### src/rtl/iq_sched.sv
// Issue-queue slot controller: allocates dispatched uops into free slots and
// grants the oldest ready slot through an age matrix, honouring branch kills.
module iq_sched #(
  parameter int SLOTS     = 8,
  parameter int WIDTH_IDX = 3,
  parameter int WIDTH_BRM = 3
) (
  input  logic                     i_clk,
  input  logic                     i_rst_n,
  input  logic                     i_dis_en,
  input  logic [3:0]               i_dis_valid,
  input  logic [4*WIDTH_BRM-1:0]   i_dis_brm,
  output logic                     o_dis_ready,
  output logic [SLOTS-1:0]         o_alloc_we,
  output logic [4*WIDTH_IDX-1:0]   o_alloc_idx,
  input  logic [SLOTS-1:0]         i_slot_ready,
  input  logic [SLOTS*WIDTH_BRM-1:0] i_slot_brm,
  input  logic [WIDTH_BRM-1:0]     i_BrKill,
  input  logic                     i_issue_stall,
  output logic                     o_issue_valid,
  output logic [WIDTH_IDX-1:0]     o_issue_idx,
  output logic [WIDTH_IDX:0]       o_free_cnt
);

  logic [SLOTS-1:0]     r_valid;
  logic [SLOTS-1:0]     r_age [SLOTS];   // r_age[i][j]: slot i older than slot j

  logic [SLOTS-1:0]     w_killed;
  logic [SLOTS-1:0]     w_cand;
  logic [SLOTS-1:0]     w_grant;
  logic [SLOTS-1:0]     w_grant_vec;
  logic [SLOTS-1:0]     w_col;
  logic [SLOTS-1:0]     w_surv;
  logic [3:0]           w_lane_kill;
  logic [3:0]           w_lane_we;
  logic [WIDTH_IDX-1:0] w_lane_idx [4];
  logic [SLOTS-1:0]     w_avail;
  logic                 w_found;
  logic [WIDTH_IDX-1:0] w_pick;
  logic                 w_do_alloc;
  logic [WIDTH_IDX:0]   w_free_cnt;
  logic [SLOTS-1:0]     w_age_nxt [SLOTS];
  logic [SLOTS-1:0]     w_prior;

  always_comb begin
    for (int i = 0; i < SLOTS; i++)
      w_killed[i] = r_valid[i] & (|(i_slot_brm[i*WIDTH_BRM +: WIDTH_BRM] & i_BrKill));
    for (int l = 0; l < 4; l++)
      w_lane_kill[l] = |(i_dis_brm[l*WIDTH_BRM +: WIDTH_BRM] & i_BrKill);
  end

  assign w_cand = r_valid & i_slot_ready & ~w_killed;

  // A candidate wins only if no other candidate is older than it.
  always_comb begin
    w_grant = '0;
    w_col   = '0;
    for (int i = 0; i < SLOTS; i++) begin
      for (int j = 0; j < SLOTS; j++)
        w_col[j] = r_age[j][i];
      w_grant[i] = w_cand[i] & ~(|(w_cand & w_col));
    end
  end

  assign o_issue_valid = (|w_cand) & ~i_issue_stall;
  assign w_grant_vec   = i_issue_stall ? '0 : w_grant;

  always_comb begin
    o_issue_idx = '0;
    for (int k = 0; k < SLOTS; k++)
      if (w_grant_vec[k]) o_issue_idx = WIDTH_IDX'(k);
  end

  always_comb begin
    w_free_cnt = '0;
    for (int i = 0; i < SLOTS; i++)
      w_free_cnt = w_free_cnt + {{WIDTH_IDX{1'b0}}, ~r_valid[i]};
  end

  assign o_free_cnt  = w_free_cnt;
  assign o_dis_ready = (w_free_cnt >= (WIDTH_IDX+1)'(4));
  assign w_do_alloc  = i_dis_en & o_dis_ready;

  // Only slots free at the start of the cycle are offered; lanes take them in order.
  always_comb begin
    w_avail    = ~r_valid;
    o_alloc_we = '0;
    w_lane_we  = '0;
    w_found    = 1'b0;
    w_pick     = '0;
    for (int l = 0; l < 4; l++) w_lane_idx[l] = '0;
    for (int l = 0; l < 4; l++) begin
      if (w_do_alloc && i_dis_valid[l] && !w_lane_kill[l]) begin
        w_found = 1'b0;
        w_pick  = '0;
        for (int k = 0; k < SLOTS; k++) begin
          if (!w_found && w_avail[k]) begin
            w_found = 1'b1;
            w_pick  = WIDTH_IDX'(k);
          end
        end
        if (w_found) begin
          w_avail[w_pick]    = 1'b0;
          o_alloc_we[w_pick] = 1'b1;
          w_lane_we[l]       = 1'b1;
          w_lane_idx[l]      = w_pick;
        end
      end
    end
  end

  always_comb begin
    o_alloc_idx = '0;
    for (int l = 0; l < 4; l++)
      o_alloc_idx[l*WIDTH_IDX +: WIDTH_IDX] = w_lane_idx[l];
  end

  assign w_surv = r_valid & ~w_killed & ~w_grant_vec;

  // New uops are younger than every survivor and every earlier lane of the group.
  always_comb begin
    w_age_nxt = r_age;
    w_prior   = '0;
    for (int l = 0; l < 4; l++) begin
      if (w_lane_we[l]) begin
        for (int j = 0; j < SLOTS; j++)
          w_age_nxt[j][w_lane_idx[l]] = w_surv[j] | w_prior[j];
        w_age_nxt[w_lane_idx[l]] = '0;
        w_prior[w_lane_idx[l]]   = 1'b1;
      end
    end
  end

  always_ff @(posedge i_clk or negedge i_rst_n) begin
    if (!i_rst_n) begin
      r_valid <= '0;
      for (int i = 0; i < SLOTS; i++) r_age[i] <= '0;
    end else begin
      r_valid <= w_surv | o_alloc_we;
      r_age   <= w_age_nxt;
    end
  end

endmodule

### config.mk
export PLATFORM = sky130hd
export DESIGN_NAME = iq_sched
export DESIGN_NICKNAME = d
export VERILOG_FILES = /design/src/rtl/iq_sched.sv
export SDC_FILE = /design/constraint.sdc
export NUM_CORES = 1
export LEC_CHECK = 0
export ABC_AREA = 1
export CORE_MARGIN = 5
export CORE_UTILIZATION = 30
export DETAILED_ROUTE_END_ITERATION = 10
export PLACE_DENSITY = 0.57
export REMOVE_ABC_BUFFERS = 1
export SETUP_SLACK_MARGIN = 0.1
export SLEW_MARGIN = 0
export SYNTH_ARGS = -nofsm -noshare
export SYNTH_HDL_FRONTEND = slang
export SYNTH_SLANG_ARGS = --single-unit
### constraint.sdc
create_clock -name i_clk -period 7.36 [get_ports i_clk]
set_input_delay 1.104 -clock i_clk [delete_from_list [all_inputs] [get_ports i_clk]]
set_output_delay 1.104 -clock i_clk [all_outputs]
set_load 0.005 [all_outputs]
==> out/metrics.yaml <==
worst_setup_path:
  r2r_end: "r_age[48]"
  reg2reg_depth: 30
  startpoint_type: "flip-flop"
  cp_max_fo: 8
  worst_ep_required_time_ns: 6.26
  regToRegStartpoint: "r_valid[0]"
  crit_slowest_cell: "fa_1"
  slowest_delay_ns: 0.54
  cp-end-kind: "primary output"
  worstPathArrival_ns: 5.98
  r2r_setup_slack_ns: 0.97
  setup.worst_path.class: "reg2out"
  crit_buf_inv: 5
  critical-path-top-delay-family: "adder cells"
routing:
  drc: 0
  vias_per_cell: 5.754
  wl_per_cell_um: 25.81
  vias: 10540
  ant_nets: 0
  drt-pass1-iter-count: 6
  wirelength_mm: 47.25
  drt_iter0_drc: 1498
layout:
  final_layout_size_suffix_gt1_share_pct: 13.97
  nets: 1555
  n_antenna_cell: 0
  final_cells: 1831
  area_growth_pct: 27.37
power_and_ir_drop:
  total_power_mw: 2.201
  cellPowerDensity_nw_per_um2: 219.4
  ir_drop_uv: 164.0
  cellLeakagePower_nw: 5.539
placed_design:
  dp.cells: 1786
  place_ws_ns: 0.2758
  gp_congestion: 1.065
  dpl.hpwl_mm: 35.89
  io_buffers: 83
clocking:
  cts_tree: "built"
  cts_sinks: 72
  cts_inserted_buffers: 9
  htree_levels: 3
  cts_root_buf: "clkbuf_16"
  clk_latency_ns: 0.36
  cts.clk_slew.worst_paths_ns: 0.07
  clockBufferDepth: 2
timing:
  hold_slack_ns: 0.5379
  slew-limit-headroom_pct: 13.37
  period_minus_slack_ns: 7.088
  grt_setup_unrepaired: "yes"
  fmax_mhz: 141.1
  worst_pin_slew_ns: 1.295
  skew_ns: 0.01177
  fin_crit_sh_pct: 96.31
  maxSlewViolCount: 0
  setup_tns_ns: 0
  fin_ws_ns: 0.2719
  hold_viol: 0
  finalSetupViolCount: 0
logic_synthesis:
  async_flop_share_pct: 100.0
  synth_seq_cells: 72
  ys_seq_area_share_pct: 22.88
  syn_inst: 1361
  avgSynthCellArea_um2: 5.787
  synth_flop_cell: "dfrtp_1"
  ys_types: 50
  synth_edf_count: 0
  netlist_area_um2: 7876
  yosys_warnings: 0
die:
  ios: 84
  start_util_pct: 30.31
  fp.dieH_um: 172.0
  rows: 59
  dieWidth_um: 172.0
  coreArea_um2: 25980
  dieArea_um2: 29590
worst_hold_path:
  hold-path-cell-count: 2
  hold-path-endpoint: "r_age[7]"
  worstHoldStart: "r_age[7]"
  worst_hold_path_type: "reg2reg"
grt:
  grt_pass1_vias: 9903
  grt_max_degree: 73
  grtUsageTotal_pct: 31.46
  antenna_found_initial: 1
  grt_pass1_wl_mm: 67.74
  grt-ovfl-total: 0
run:
  cap_violations: 0
status:
  status: "finished clean"
-- state kept, by name, summed over array words and instances (netlist names) --
| register | cells |
|---|---|
| r_age | 64 |
| r_valid | 8 |
-- layout by cell type (no fill, tap or decap), drive strengths merged, types with 3 or more instances in the layout --
cell type      instances
fa                     4
o211ai                26
a211oi                11
nor2                 202
inv                  187
nand3                103
nor3                   3
nand2                436
clkinv                 3
o21bai                 3
nand4                 15
a22o                   6
a21oi                 76
ha                     5
clkbuf                10
nor4                   3
dlymetal6s2s           6
buf                   81
o22ai                 14
dfrtp                 72
o21ai                132
clkdlybuf4s50         74
-- tightest hold or removal path, cell delays in order, from the launching register on --
cell     delay (ns)
dfrtp_1        0.38
nand3_1        0.08
nor2_1         0.04
-- power by group --
part	switching, mW	total (mW)	internal (mW)
Clock	0.223	0.525	0.302
Combinational	0.722	1.13	0.407
Sequential	0.0698	0.547	0.478
-- routing by layer --
layer,track usage [%],vias up,part of all wire (%)
li1,-,4659,-
met1,42.95,4986,41
met2,46.05,716,41
met3,7.842,172,12
met4,15.93,2,6.3
met5,0,-,0.023
-- worst max-delay path by stage --
stage / start / endpoint / slack (ns) / cells past startpoint
finish: r_valid[0] / o_alloc_we[0] / 0.27 / 27
global route: r_valid[0] / o_alloc_we[0] / -0.01 / 27
CTS: r_valid[0] / o_alloc_we[0] / 0.10 / 30
detailed placement: r_valid[0] / o_alloc_we[7] / 0.28 / 29
global placement: r_valid[0] / o_alloc_we[7] / 0.38 / 29
floorplan: r_valid[0] / o_alloc_we[4] / 0.96 / 29
-- cell families after synthesis --
group	Yosys count	share of synthesized area [%]
compound gates	285	21.24
fa+ha+maj	9	1.811
buf+inv	231	11.82
flops	72	22.88
simple gates	764	42.26
-- cell type report --
class                   count  area [um^2]
flip-flops and latches     72         1802
multi-input cells        1058         5345
clock buffers               9        225.2
fillers                  2930        15950
clock inverters             7        101.3
repair buffers            163         1438
inverters                 187        701.9
well taps                 335        419.2
-- metrics by stage --
step | area (um^2) | util, %
finish | 10030 | 38.61
global route | 10030 | 38.61
CTS | 9699 | 37.33
detailed placement | 9278 | 35.70
global placement | 9278 | 35.70
floorplan | 7647 | -
-- synth_stat cells (16+ instances only) --
cell type	instances	share of area, %
a21oi_1	72	4.6
nand2_1	414	20
nor2_1	174	8.3
inv_1	174	8.3
clkbuf_1	16	0.76
dfrtp_1	72	23
nand2_2	19	1.5
o21ai_0	114	7.2
nor2_2	16	1.3
o211ai_1	26	2.5
buf_2	18	1.1
nand3_1	92	5.8
-- timing repair --
item                                    4_1_cts  5_1_grt
pin swaps                                     5       20
setup buffers                                 6       23
resized for setup                            16       42
endpoints found under the hold margin         0        0
hold buffers                                  0        0
endpoints found under the setup margin       10       14
Power figures use the tool's default switching activity.
